## src/rtl/apb_master_pkg.sv

```systemverilog
//------------------------------------------------------------------------------
// Module   : apb_master_pkg
// Purpose  : Shared types and helpers for the APB burst master: access size,
//            FSM state, command control fields, strobe and alignment helpers.
// Revision : 1.0 - initial release
//------------------------------------------------------------------------------
`default_nettype none

package apb_master_pkg;

    typedef enum logic [1:0] {
        FULLWORD = 2'd0,
        HALFWORD = 2'd1,
        BYTE     = 2'd2,
        RSVD     = 2'd3
    } apb_size_e;

    typedef enum logic [1:0] {
        IDLE   = 2'd0,
        SETUP  = 2'd1,
        ACCESS = 2'd2
    } apb_state_e;

    typedef struct packed {
        logic      wr;
        apb_size_e size;
    } cmd_ctrl_t;

    localparam int unsigned WORD_BYTES = 4;

    // Unshifted byte-enable pattern of an access; a word is always 4 bytes.
    function automatic logic [WORD_BYTES-1:0] size_mask(input apb_size_e size);
        case (size)
            FULLWORD: size_mask = 4'b1111;
            HALFWORD: size_mask = 4'b0011;
            BYTE:     size_mask = 4'b0001;
            default:  size_mask = 4'b0000;
        endcase
    endfunction

    function automatic logic access_legal(input apb_size_e size, input logic [1:0] addr_lo);
        case (size)
            FULLWORD: access_legal = (addr_lo == 2'b00);
            HALFWORD: access_legal = (addr_lo[0] == 1'b0);
            BYTE:     access_legal = 1'b1;
            default:  access_legal = 1'b0;
        endcase
    endfunction

endpackage

`default_nettype wire

```

## src/rtl/apb_cmd_fifo.sv

```systemverilog
//------------------------------------------------------------------------------
// Module   : apb_cmd_fifo
// Purpose  : Synchronous FIFO holding packed commands, with full/empty flags.
// Revision : 1.0 - initial release
//------------------------------------------------------------------------------
`default_nettype none

module apb_cmd_fifo #(
    parameter int WIDTH = 8,
    parameter int DEPTH = 4
) (
    input  logic             clk,
    input  logic             rst,
    input  logic             push,
    input  logic [WIDTH-1:0] din,
    input  logic             pop,
    output logic [WIDTH-1:0] dout,
    output logic             full,
    output logic             empty
);

    localparam int AW = $clog2(DEPTH);

    logic [WIDTH-1:0] mem_q [DEPTH];
    logic [AW:0]      wr_ptr_q, wr_ptr_d;
    logic [AW:0]      rd_ptr_q, rd_ptr_d;

    // Extra pointer bit distinguishes full from empty when the indices match.
    assign empty = (wr_ptr_q == rd_ptr_q);
    assign full  = (wr_ptr_q[AW] != rd_ptr_q[AW]) && (wr_ptr_q[AW-1:0] == rd_ptr_q[AW-1:0]);
    assign dout  = mem_q[rd_ptr_q[AW-1:0]];

    always_comb begin
        wr_ptr_d = wr_ptr_q;
        rd_ptr_d = rd_ptr_q;
        if (push && !full) begin
            wr_ptr_d = wr_ptr_q + 1'b1;
        end
        if (pop && !empty) begin
            rd_ptr_d = rd_ptr_q + 1'b1;
        end
    end

    always_ff @(posedge clk) begin
        if (rst) begin
            wr_ptr_q <= '0;
            rd_ptr_q <= '0;
        end else begin
            wr_ptr_q <= wr_ptr_d;
            rd_ptr_q <= rd_ptr_d;
        end
    end

    always_ff @(posedge clk) begin
        if (push && !full) begin
            mem_q[wr_ptr_q[AW-1:0]] <= din;
        end
    end

endmodule

`default_nettype wire

```

## src/rtl/apb_burst_master.sv

```systemverilog
//------------------------------------------------------------------------------
// Module   : apb_burst_master
// Purpose  : Queues single-beat commands and issues them as back-to-back APB
//            transfers with lane steering, one response per command.
//            Optional ACCESS-phase timeout enabled by defining APB_TIMEOUT_EN.
// Revision : 1.0 - initial release
//------------------------------------------------------------------------------
`default_nettype none

module apb_burst_master
    import apb_master_pkg::*;
#(
    parameter int ADDR_WIDTH = 32,
    parameter int DATA_WIDTH = 32,
    parameter int CMD_DEPTH  = 4,
    parameter int TIMEOUT    = 16
) (
    input  logic                      clk,
    input  logic                      rst,
    input  logic                      cmd_valid,
    output logic                      cmd_ready,
    input  logic                      cmd_wr,
    input  logic [1:0]                cmd_size,
    input  logic [ADDR_WIDTH-1:0]     cmd_addr,
    input  logic [DATA_WIDTH-1:0]     cmd_wdata,
    output logic                      rsp_valid,
    output logic                      rsp_wr,
    output logic                      rsp_err,
    output logic [DATA_WIDTH-1:0]     rsp_rdata,
    output logic [ADDR_WIDTH-1:0]     paddr,
    output logic                      psel,
    output logic                      penable,
    output logic                      pwrite,
    output logic [DATA_WIDTH-1:0]     pwdata,
    output logic [DATA_WIDTH/8-1:0]   pstrb,
    input  logic [DATA_WIDTH-1:0]     prdata,
    input  logic                      pready,
    input  logic                      pslverr
);

    localparam int STRB_W = DATA_WIDTH / 8;
    localparam int LANE_W = $clog2(STRB_W);

    typedef struct packed {
        cmd_ctrl_t             ctrl;
        logic [ADDR_WIDTH-1:0] addr;
        logic [DATA_WIDTH-1:0] wdata;
    } cmd_t;

    localparam int CMD_W = $bits(cmd_t);

    cmd_t                  cmd_in;
    cmd_t                  fifo_dout;
    cmd_t                  head;
    logic                  fifo_full, fifo_empty;
    logic                  fifo_push, fifo_pop;
    logic                  accept, head_valid, head_legal, pop, start;
    logic [LANE_W-1:0]     head_lane;
    logic [DATA_WIDTH-1:0] head_wdata;
    logic [STRB_W-1:0]     head_strb;
    logic [DATA_WIDTH-1:0] rd_shift, rd_mask, rd_data;
    logic [WORD_BYTES-1:0] rd_bytes;

    apb_state_e            state_q, state_d;
    apb_size_e             size_q, size_d;
    logic                  psel_q, psel_d;
    logic                  penable_q, penable_d;
    logic                  pwrite_q, pwrite_d;
    logic [ADDR_WIDTH-1:0] paddr_q, paddr_d;
    logic [DATA_WIDTH-1:0] pwdata_q, pwdata_d;
    logic [STRB_W-1:0]     pstrb_q, pstrb_d;
    logic                  rsp_valid_q, rsp_valid_d;
    logic                  rsp_wr_q, rsp_wr_d;
    logic                  rsp_err_q, rsp_err_d;
    logic [DATA_WIDTH-1:0] rsp_rdata_q, rsp_rdata_d;
    logic                  tmo_hit;

`ifdef APB_TIMEOUT_EN
    localparam int TMO_W = $clog2(TIMEOUT + 1);
    logic [TMO_W-1:0] tmo_q, tmo_d;
    assign tmo_hit = (tmo_q == TMO_W'(TIMEOUT - 1));
`else
    logic unused_timeout;
    assign tmo_hit        = 1'b0;
    assign unused_timeout = (TIMEOUT != 0);
`endif

    always_comb begin
        cmd_in           = '0;
        cmd_in.ctrl.wr   = cmd_wr;
        cmd_in.ctrl.size = apb_size_e'(cmd_size);
        cmd_in.addr      = cmd_addr;
        cmd_in.wdata     = cmd_wdata;
    end

    assign cmd_ready = !fifo_full;
    assign accept    = cmd_valid && !fifo_full;

    // An empty FIFO is bypassed so a fresh command reaches SETUP one cycle after acceptance.
    assign head       = fifo_empty ? cmd_in : fifo_dout;
    assign head_valid = !fifo_empty || accept;
    assign head_legal = access_legal(head.ctrl.size, head.addr[1:0]);
    assign fifo_push  = accept && !(fifo_empty && pop);
    assign fifo_pop   = pop && !fifo_empty;

    apb_cmd_fifo #(
        .WIDTH (CMD_W),
        .DEPTH (CMD_DEPTH)
    ) u_cmd_fifo (
        .clk   (clk),
        .rst   (rst),
        .push  (fifo_push),
        .din   (cmd_in),
        .pop   (fifo_pop),
        .dout  (fifo_dout),
        .full  (fifo_full),
        .empty (fifo_empty)
    );

    assign head_lane  = head.addr[LANE_W-1:0];
    assign head_wdata = head.wdata << {head_lane, 3'b000};
    assign head_strb  = head.ctrl.wr ? (STRB_W'(size_mask(head.ctrl.size)) << head_lane) : '0;

    assign rd_bytes = size_mask(size_q);
    assign rd_shift = prdata >> {paddr_q[LANE_W-1:0], 3'b000};
    always_comb begin
        rd_mask = '0;
        for (int i = 0; i < WORD_BYTES; i++) begin
            rd_mask[8*i +: 8] = {8{rd_bytes[i]}};
        end
    end
    assign rd_data = rd_shift & rd_mask;

    always_comb begin
        state_d     = state_q;
        size_d      = size_q;
        psel_d      = psel_q;
        penable_d   = penable_q;
        pwrite_d    = pwrite_q;
        paddr_d     = paddr_q;
        pwdata_d    = pwdata_q;
        pstrb_d     = pstrb_q;
        rsp_valid_d = 1'b0;
        rsp_wr_d    = 1'b0;
        rsp_err_d   = 1'b0;
        rsp_rdata_d = '0;
        pop         = 1'b0;
        start       = 1'b0;
`ifdef APB_TIMEOUT_EN
        tmo_d       = tmo_q;
`endif

        case (state_q)
            IDLE: begin
                if (head_valid) begin
                    pop = 1'b1;
                    if (head_legal) begin
                        start = 1'b1;
                    end else begin
                        rsp_valid_d = 1'b1;
                        rsp_wr_d    = head.ctrl.wr;
                        rsp_err_d   = 1'b1;
                    end
                end
            end
            SETUP: begin
                state_d   = ACCESS;
                penable_d = 1'b1;
`ifdef APB_TIMEOUT_EN
                tmo_d     = '0;
`endif
            end
            ACCESS: begin
                if (pready) begin
                    rsp_valid_d = 1'b1;
                    rsp_wr_d    = pwrite_q;
                    rsp_err_d   = pslverr;
                    rsp_rdata_d = (!pwrite_q && !pslverr) ? rd_data : '0;
                    // Illegal heads are retired from IDLE so they never touch the bus.
                    if (head_valid && head_legal) begin
                        pop   = 1'b1;
                        start = 1'b1;
                    end else begin
                        state_d   = IDLE;
                        psel_d    = 1'b0;
                        penable_d = 1'b0;
                    end
                end else if (tmo_hit) begin
                    rsp_valid_d = 1'b1;
                    rsp_wr_d    = pwrite_q;
                    rsp_err_d   = 1'b1;
                    state_d     = IDLE;
                    psel_d      = 1'b0;
                    penable_d   = 1'b0;
                end else begin
`ifdef APB_TIMEOUT_EN
                    tmo_d = tmo_q + 1'b1;
`endif
                end
            end
            default: begin
                state_d   = IDLE;
                psel_d    = 1'b0;
                penable_d = 1'b0;
            end
        endcase

        if (start) begin
            state_d   = SETUP;
            psel_d    = 1'b1;
            penable_d = 1'b0;
            paddr_d   = head.addr;
            pwrite_d  = head.ctrl.wr;
            pwdata_d  = head_wdata;
            pstrb_d   = head_strb;
            size_d    = head.ctrl.size;
        end
    end

    always_ff @(posedge clk) begin
        if (rst) begin
            state_q     <= IDLE;
            size_q      <= FULLWORD;
            psel_q      <= 1'b0;
            penable_q   <= 1'b0;
            pwrite_q    <= 1'b0;
            paddr_q     <= '0;
            pwdata_q    <= '0;
            pstrb_q     <= '0;
            rsp_valid_q <= 1'b0;
            rsp_wr_q    <= 1'b0;
            rsp_err_q   <= 1'b0;
            rsp_rdata_q <= '0;
        end else begin
            state_q     <= state_d;
            size_q      <= size_d;
            psel_q      <= psel_d;
            penable_q   <= penable_d;
            pwrite_q    <= pwrite_d;
            paddr_q     <= paddr_d;
            pwdata_q    <= pwdata_d;
            pstrb_q     <= pstrb_d;
            rsp_valid_q <= rsp_valid_d;
            rsp_wr_q    <= rsp_wr_d;
            rsp_err_q   <= rsp_err_d;
            rsp_rdata_q <= rsp_rdata_d;
        end
    end

`ifdef APB_TIMEOUT_EN
    always_ff @(posedge clk) begin
        if (rst) begin
            tmo_q <= '0;
        end else begin
            tmo_q <= tmo_d;
        end
    end
`endif

    assign psel      = psel_q;
    assign penable   = penable_q;
    assign pwrite    = pwrite_q;
    assign paddr     = paddr_q;
    assign pwdata    = pwdata_q;
    assign pstrb     = pstrb_q;
    assign rsp_valid = rsp_valid_q;
    assign rsp_wr    = rsp_wr_q;
    assign rsp_err   = rsp_err_q;
    assign rsp_rdata = rsp_rdata_q;

endmodule

`default_nettype wire

```

## config.mk

```make
export PLATFORM = sky130hd
export DESIGN_NAME = apb_burst_master
export DESIGN_NICKNAME = d
export VERILOG_FILES = /design/src/rtl/apb_master_pkg.sv /design/src/rtl/apb_cmd_fifo.sv /design/src/rtl/apb_burst_master.sv
export SDC_FILE = /design/constraint.sdc
export NUM_CORES = 1
export LEC_CHECK = 0
export CORE_MARGIN = 2
export CORE_UTILIZATION = 59
export DETAILED_ROUTE_END_ITERATION = 8
export GPL_ROUTABILITY_DRIVEN = 1
export HOLD_SLACK_MARGIN = 0.08
export PLACE_DENSITY = 0.85
export REMOVE_ABC_BUFFERS = 1
export SYNTH_ARGS = -nofsm -noshare
export SYNTH_HDL_FRONTEND = slang
export SYNTH_SLANG_ARGS = --single-unit
```

## constraint.sdc

```tcl
create_clock -name clk -period 12.01 [get_ports clk]
set_clock_uncertainty 0.1 [all_clocks]
set_input_delay 1.201 -clock clk [delete_from_list [all_inputs] [get_ports clk]]
set_output_delay 1.201 -clock clk [all_outputs]
set_load 0.01 [all_outputs]
```

### Word-level counts from Yosys, hierarchy flattened

Memory sizes are Yosys's and may differ from the RTL's. A register that Yosys moved wholly into a read port is not among the register bits.
Cells that the tools add are included.

* mux-type cells: 35
* divide/modulo/power cells: 0
* multipliers: 0
* reduce and logical (&&, ||, !) cells: 25
* $lt $le $gt $ge: 0
* bitwise logic cells: 6
* shift-type cells: 3
* eq/ne operators: 15
* add/subtract/negate cells: 2

Operators with widths (number)
* 67-bit 2-to-1 mux: 1
* 32-bit bitwise AND: 1
* 32-bit by 5-bit left shift with 32-bit output: 1
* 32-bit by 5-bit >> shifter with 32-bit output: 1
* 4-bit case mux with 3 select lines: 2
* 1-bit 2-to-1 mux: 18
* 1-bit case mux with 2 select lines: 6
* 1-bit logical AND: 9
* 3-bit AND reduction: 3
* 2-bit zero test: 4
* 2-bit 2-to-1 mux: 4
* 3-bit by 1-bit adder with 3-bit output (second input constant): 2
* 2-bit by 1-bit equality test with 1-bit output (second input constant): 3
* 2-bit equality test (second input constant): 3
* 2-bit != test (second input constant): 3
* 3-bit != test (second input constant): 2
* 1-bit case mux with 3 select lines: 2
* 2-bit case mux with 3 select lines: 1
* 1-bit zero test: 5
* 1-bit inverter: 5
* 4-bit 2-to-1 mux: 1
* 2-bit OR reduction: 2
* 4-bit OR reduction: 1
* 4-bit by 2-bit left shift with 4-bit output: 1
* 5 further kinds: 5

* RAM bits: 268
* memories kept: 1
* register bits: 116
* ROM bits: 0
* latch bits: 0
* word-level logic and storage cells: 102
* output and inout bits: 107

Memories
* u_cmd_fifo.mem_q: depth 4, bits a word 67, read ports 1, clocked after Yosys merged registers in 1, wr ports 1, RTL line apb_cmd_fifo.sv:24 `logic [WIDTH-1:0] mem_q [DEPTH];`

### Longest topological paths before layout

* depth after elaboration: 15
* mapped depth: 11
* depth with buffers taken out: 6

### Hierarchy

Synthesis repeated with hierarchy kept, for this count alone.

* cells, all modules: 903
* area, all modules: 15635.0 µm²

Modules (own cells, without submodules)
* apb_cmd_fifo: cells an instance 418, instances 1, area each 10222.3 µm²
* apb_burst_master: cells an instance 485, instances 1, area each 5412.7 µm²

### Worst setup path after synthesis

OpenSTA, ideal clock, no wires.

* path type: input to register
* start point: input port cmd_addr[1]
* end point: memory u_cmd_fifo.mem_q[3][0] (netlist name) (enable)
* setup time: 515 ps
* path slack: 6430 ps
* stages: 5
* data required time: 11395 ps
* arrival: 4966 ps
* cells stage by stage: nor2b_1 o31ai_1 a21boi_0 o21bai_1 a21oi_1

* longest elaborated chain between the ends: 13

Ends and longest elaborated chain
* from (decl): RTL line apb_burst_master.sv:24 `input logic [ADDR_WIDTH-1:0] cmd_addr,`
* 67-bit 2-to-1 mux: RTL line apb_burst_master.sv:100 `assign head = fifo_empty ? cmd_in : fifo_dout;`
* 2-bit zero test: RTL line apb_master_pkg.sv:43 `FULLWORD: access_legal = (addr_lo == 2'b00);`
* 1-bit case mux with 3 select lines: RTL line apb_master_pkg.sv:42 `case (size)`
* 1-bit logical AND: RTL line apb_burst_master.sv:180 `if (head_valid && head_legal) begin`
* 1-bit 2-to-1 mux: RTL line apb_burst_master.sv:180
* 1-bit 2-to-1 mux: RTL line apb_burst_master.sv:174 `if (pready) begin`
* 1-bit case mux with 2 select lines: RTL line apb_burst_master.sv:153 `case (state_q)`
* 1-bit logical AND: RTL line apb_burst_master.sv:103 `assign fifo_push = accept && !(fifo_empty && pop);`
* 1-bit zero test: RTL line apb_burst_master.sv:103
* 1-bit logical AND: RTL line apb_burst_master.sv:103
* 1-bit logical AND: RTL line apb_cmd_fifo.sv:55 `if (push && !full) begin`
* 1-bit 2-to-1 mux: RTL line apb_cmd_fifo.sv:55
* 1-bit 2-to-1 mux (implied by the code): RTL line apb_cmd_fifo.sv:56 `mem_q[wr_ptr_q[AW-1:0]] <= din;`
* to (decl): RTL line apb_cmd_fifo.sv:24

Every way passes these cells.

### Final worst setup path

* start point: register u_cmd_fifo.rd_ptr_q[2]
* end point: register pwdata_q[29], in the netlist pwdata[29]

* longest elaborated chain between the ends: 9
* elaborated cells between the ends (all ways): 21
* those cells by class: 4 x eq/ne; 1 x shift; 7 x mux; 1 x bitwise; 8 x reduce/logical

Ends and longest elaborated chain
* from (decl): RTL line apb_cmd_fifo.sv:26 `logic [AW:0] rd_ptr_q, rd_ptr_d;`
* from (signal assigned): RTL line apb_cmd_fifo.sv:50 `rd_ptr_q <= rd_ptr_d;`
* parallel branches: the longest is 9 deep, another holds 67-bit 2-to-1 mux
* to (signal assigned): RTL line apb_burst_master.sv:241 `pwdata_q <= pwdata_d;`
* to (decl): RTL line apb_burst_master.sv:70 `logic [DATA_WIDTH-1:0] pwdata_q, pwdata_d;`

Several ways; the timed one is not identified.
A chain may end at the register's enable or synchronous reset.

==> flow_metrics.py <==
metrics = {
    "timing": {
        "setup_tns_ps": 0,
        "rsz0062_at_grt": "false",
        "period_share_pct": 36.31,
        "period_needed_ps": 4361,
        "maxSlewViolCount": 0,
        "maxSlewHeadroom_pct": 25.42,
        "fmax_mhz": 229.3,
        "final-setup-viol-count": 0,
        "worst_slew_pin_slew_ps": 1095,
        "hold_viol_final": 0,
    },
    "floorplanning": {
        "fp-row-count": 59,
        "die_area_sq_um": 27410,
        "die_w_microns": 165.6,
        "die_y_microns": 165.6,
        "ios": 211,
        "initial_utilization_pct": 59.61,
        "placeableCoreArea_sq_um": 25840,
    },
    "setup_path": {
        "rr_startpoint": "u_cmd_fifo.rd_ptr_q[2]$_SDFFE_PP0P_",
        "worstPathRequired_ps": 12270,
        "arrival_ps": 4620,
        "worstSetupStartpointType": "register",
        "reg2regPathDepth": 7,
        "r2r_end": "pwdata[29]$_SDFFE_PP0P_",
        "worst-setup-path-type": "reg2reg",
        "end_kind": "register",
        "r2r_setup_slack_ps": 7650,
        "cp_max_fo": 73,
    },
    "clocking": {
        "clk_pin_slew_ps": 60,
        "cts_max_level": 2,
        "cts_root_buffer": "clkbuf_16",
        "clkSinkCount": 385,
        "post_cts_buffers": 0,
        "cts.path.max_buffers": 3,
        "ctsResizeCount": 0,
        "worstSkewPairLatency_ps": 520,
        "cts_tree": "yes",
        "cts_inserted_buffers": 38,
        "cts_hold_buf": 0,
    },
    "grt": {
        "grt.total_usage_pct": 26.55,
        "antenna_found_initial": 4,
        "grt_overflow": 0,
        "grt_pass1_vias": 9755,
        "grt_pass1_wl_mm": 54.47,
        "grt_max_degree": 96,
    },
    "job": {
        "maxCapViolations": 0,
    },
    "worst_hold_path": {
        "hp-class": "reg2reg",
        "hp-start": "pwdata[4]$_SDFFE_PP0P_",
        "hold_path_depth": 2,
        "holdPathEnd": "pwdata[4]$_SDFFE_PP0P_",
    },
    "synth": {
        "synth-async-reset-ratio_pct": 0,
        "synth.ff_latch_count": 385,
        "synth_edf_count": 268,
        "syn_avg_cell_area_sq_um": 14.84,
        "synth_ff_type": "edfxtp_1",
        "ys_seq_area_share_pct": 67.46,
        "synth.distinct_cells": 46,
        "ys_warn_count": 0,
        "netlist_area_sq_um": 15400,
        "postSynthCellCount": 1038,
    },
    "placed_design": {
        "dp_cells": 1518,
        "portBuffers": 210,
        "hpwlAfterDp_mm": 21.53,
        "gp_congestion": 0.8520,
        "postPlaceCellArea_sq_um": 17660,
    },
    "route": {
        "final_antenna_net_count": 0,
        "firstDrtPassIters": 5,
        "wl_per_cell_microns": 22.76,
        "drt-total-wl_mm": 36.14,
        "vias": 9708,
        "via_per_inst": 6.113,
        "post-route-drc-count": 0,
        "first_iter_violations": 848,
    },
    "layout": {
        "layout-drive-gt1-share_pct": 12.47,
        "area_growth_pct": 22.32,
        "final_area_sq_um": 18840,
        "multi_input_area_sq_um": 4663,
        "final-seq-area_sq_um": 10400,
        "layout.cells.non_filler": 1588,
        "fillers": 1602,
        "nets": 1332,
    },
    "pwr": {
        "ir_drop_uv": 316.5,
        "power.density_nw_per_um2": 263.3,
        "p_leak_nw": 6.302,
        "p_total_mw": 4.961,
    },
    "outcome": {
        "status": "finished, final reports clean",
    },
}
## cell usage in the layout, fill, tap and decap left out, types with 20 or more instances in the layout
master / count
nand2_1: 134
a311oi_1: 38
clkdlybuf4s50_1: 209
mux4_2: 67
dfxtp_1: 115
clkbuf_16: 39
mux2i_1: 51
a211oi_1: 20
nor2_1: 91
edfxtp_1: 268
a21oi_1: 24
## report_power, final
group          internal [mW]  switching, mW  leakage [nW]
Combinational          0.766           1.24          2.34
Sequential              1.69          0.143          3.39
Clock                  0.650          0.477         0.568
Total                   3.10           1.86          6.30
## routing by layer
layer | part of all wire (%) | track usage, %
met1 | 38 | 33.27
met2 | 50 | 45.66
met5 | 0.12 | 0
met4 | 3.4 | 9.992
met3 | 8.7 | 5.719
## cell type report
type	count	area share (%)
clock buffer	57	5.805
timing repair buffer	219	11.50
sequential	385	55.19
antenna	2	0.02657
inverter	4	0.07970
clock inverter	11	0.4184
tap	335	2.225
multi-input combinational	575	24.75
## Yosys cell counts (all sizes together), types with 9 or more instances
cell type | n | area (sq um)
nand2 | 134 | 503.0
nor3 | 14 | 75.07
edfxtp | 268 | 8048
mux4 | 67 | 1509
clkbuf | 35 | 131.4
o211ai | 10 | 75.07
mux2i | 53 | 530.5
o41ai | 9 | 138.9
and2 | 13 | 81.33
buf | 39 | 255.3
a211oi | 21 | 162.6
nand3 | 19 | 95.09
nor2 | 94 | 360.3
dfxtp | 117 | 2342
a311oi | 38 | 332.8
nor2b | 11 | 68.82
a21oi | 25 | 125.1
nand3b | 11 | 82.58
## per-stage QoR
| stage | hold WS [ps] | worst slack (ps) | util, % |
|---|---|---|---|
| after floorplan | 370.0 | 4550 | - |
| after global placement | 337.0 | 7524 | 68.36 |
| after detailed placement | 345.1 | 7403 | 68.36 |
| after CTS | 354.5 | 7774 | 72.90 |
| after global routing | 371.9 | 7478 | 72.91 |
| final | 348.9 | 7649 | 72.92 |
## state kept, by name, indices dropped and copies added, names as in the netlist, named ones only
name,flops
paddr,32
u_cmd_fifo.rd_ptr_q,3
rsp_wr,1
u_cmd_fifo.mem_q,268
size_q,2
pstrb,4
rsp_err,1
rsp_valid,1
u_cmd_fifo.wr_ptr_q,3
rsp_rdata,32
pwdata,32
state_q,2
pwrite,1
psel,1
## worst max-delay path, cell delays in order (launching register included)
cell and delay [ps]:
dfxtp_1 430, xor2_1 360, or3_4 890, mux2i_4 1040, buf_4 420, mux2i_1 230, nor3_1 90, a2111oi_1 550
## worst max-delay path by stage
stage / end / cells after the start / from / slack (ps)
after global placement: pwdata[25]$_SDFFE_PP0P_ / 7 / cmd_addr[1] / 7520
after floorplan: pwdata[24]$_SDFFE_PP0P_ / 6 / register / 4550
after global routing: pwdata[29]$_SDFFE_PP0P_ / 7 / u_cmd_fifo.rd_ptr_q[2]$_SDFFE_PP0P_ / 7480
final: pwdata[29]$_SDFFE_PP0P_ / 7 / u_cmd_fifo.rd_ptr_q[2]$_SDFFE_PP0P_ / 7650
after CTS: pwdata[29]$_SDFFE_PP0P_ / 7 / u_cmd_fifo.wr_ptr_q[0]$_SDFFE_PP0P_ / 7770
after detailed placement: pwdata[28]$_SDFFE_PP0P_ / 7 / cmd_addr[1] / 7400
## cells by family (layout without fill, tap and decap cells)
| kind of cell | count (synthesis) | count (layout) | share of synthesized area (%) |
|---|---|---|---|
| mux | 125 | 125 | 13.61 |
| fa+ha+maj | 5 | 5 | 0.4062 |
| simple gates | 311 | 311 | 8.920 |
| buf+inv | 78 | 291 | 2.608 |
| flops | 385 | 385 | 67.46 |
| other cells | 0 | 2 | 0 |
| compound gates | 130 | 130 | 6.775 |
| xor+xnor | 4 | 4 | 0.2274 |
Power figures use the tool's default switching activity.
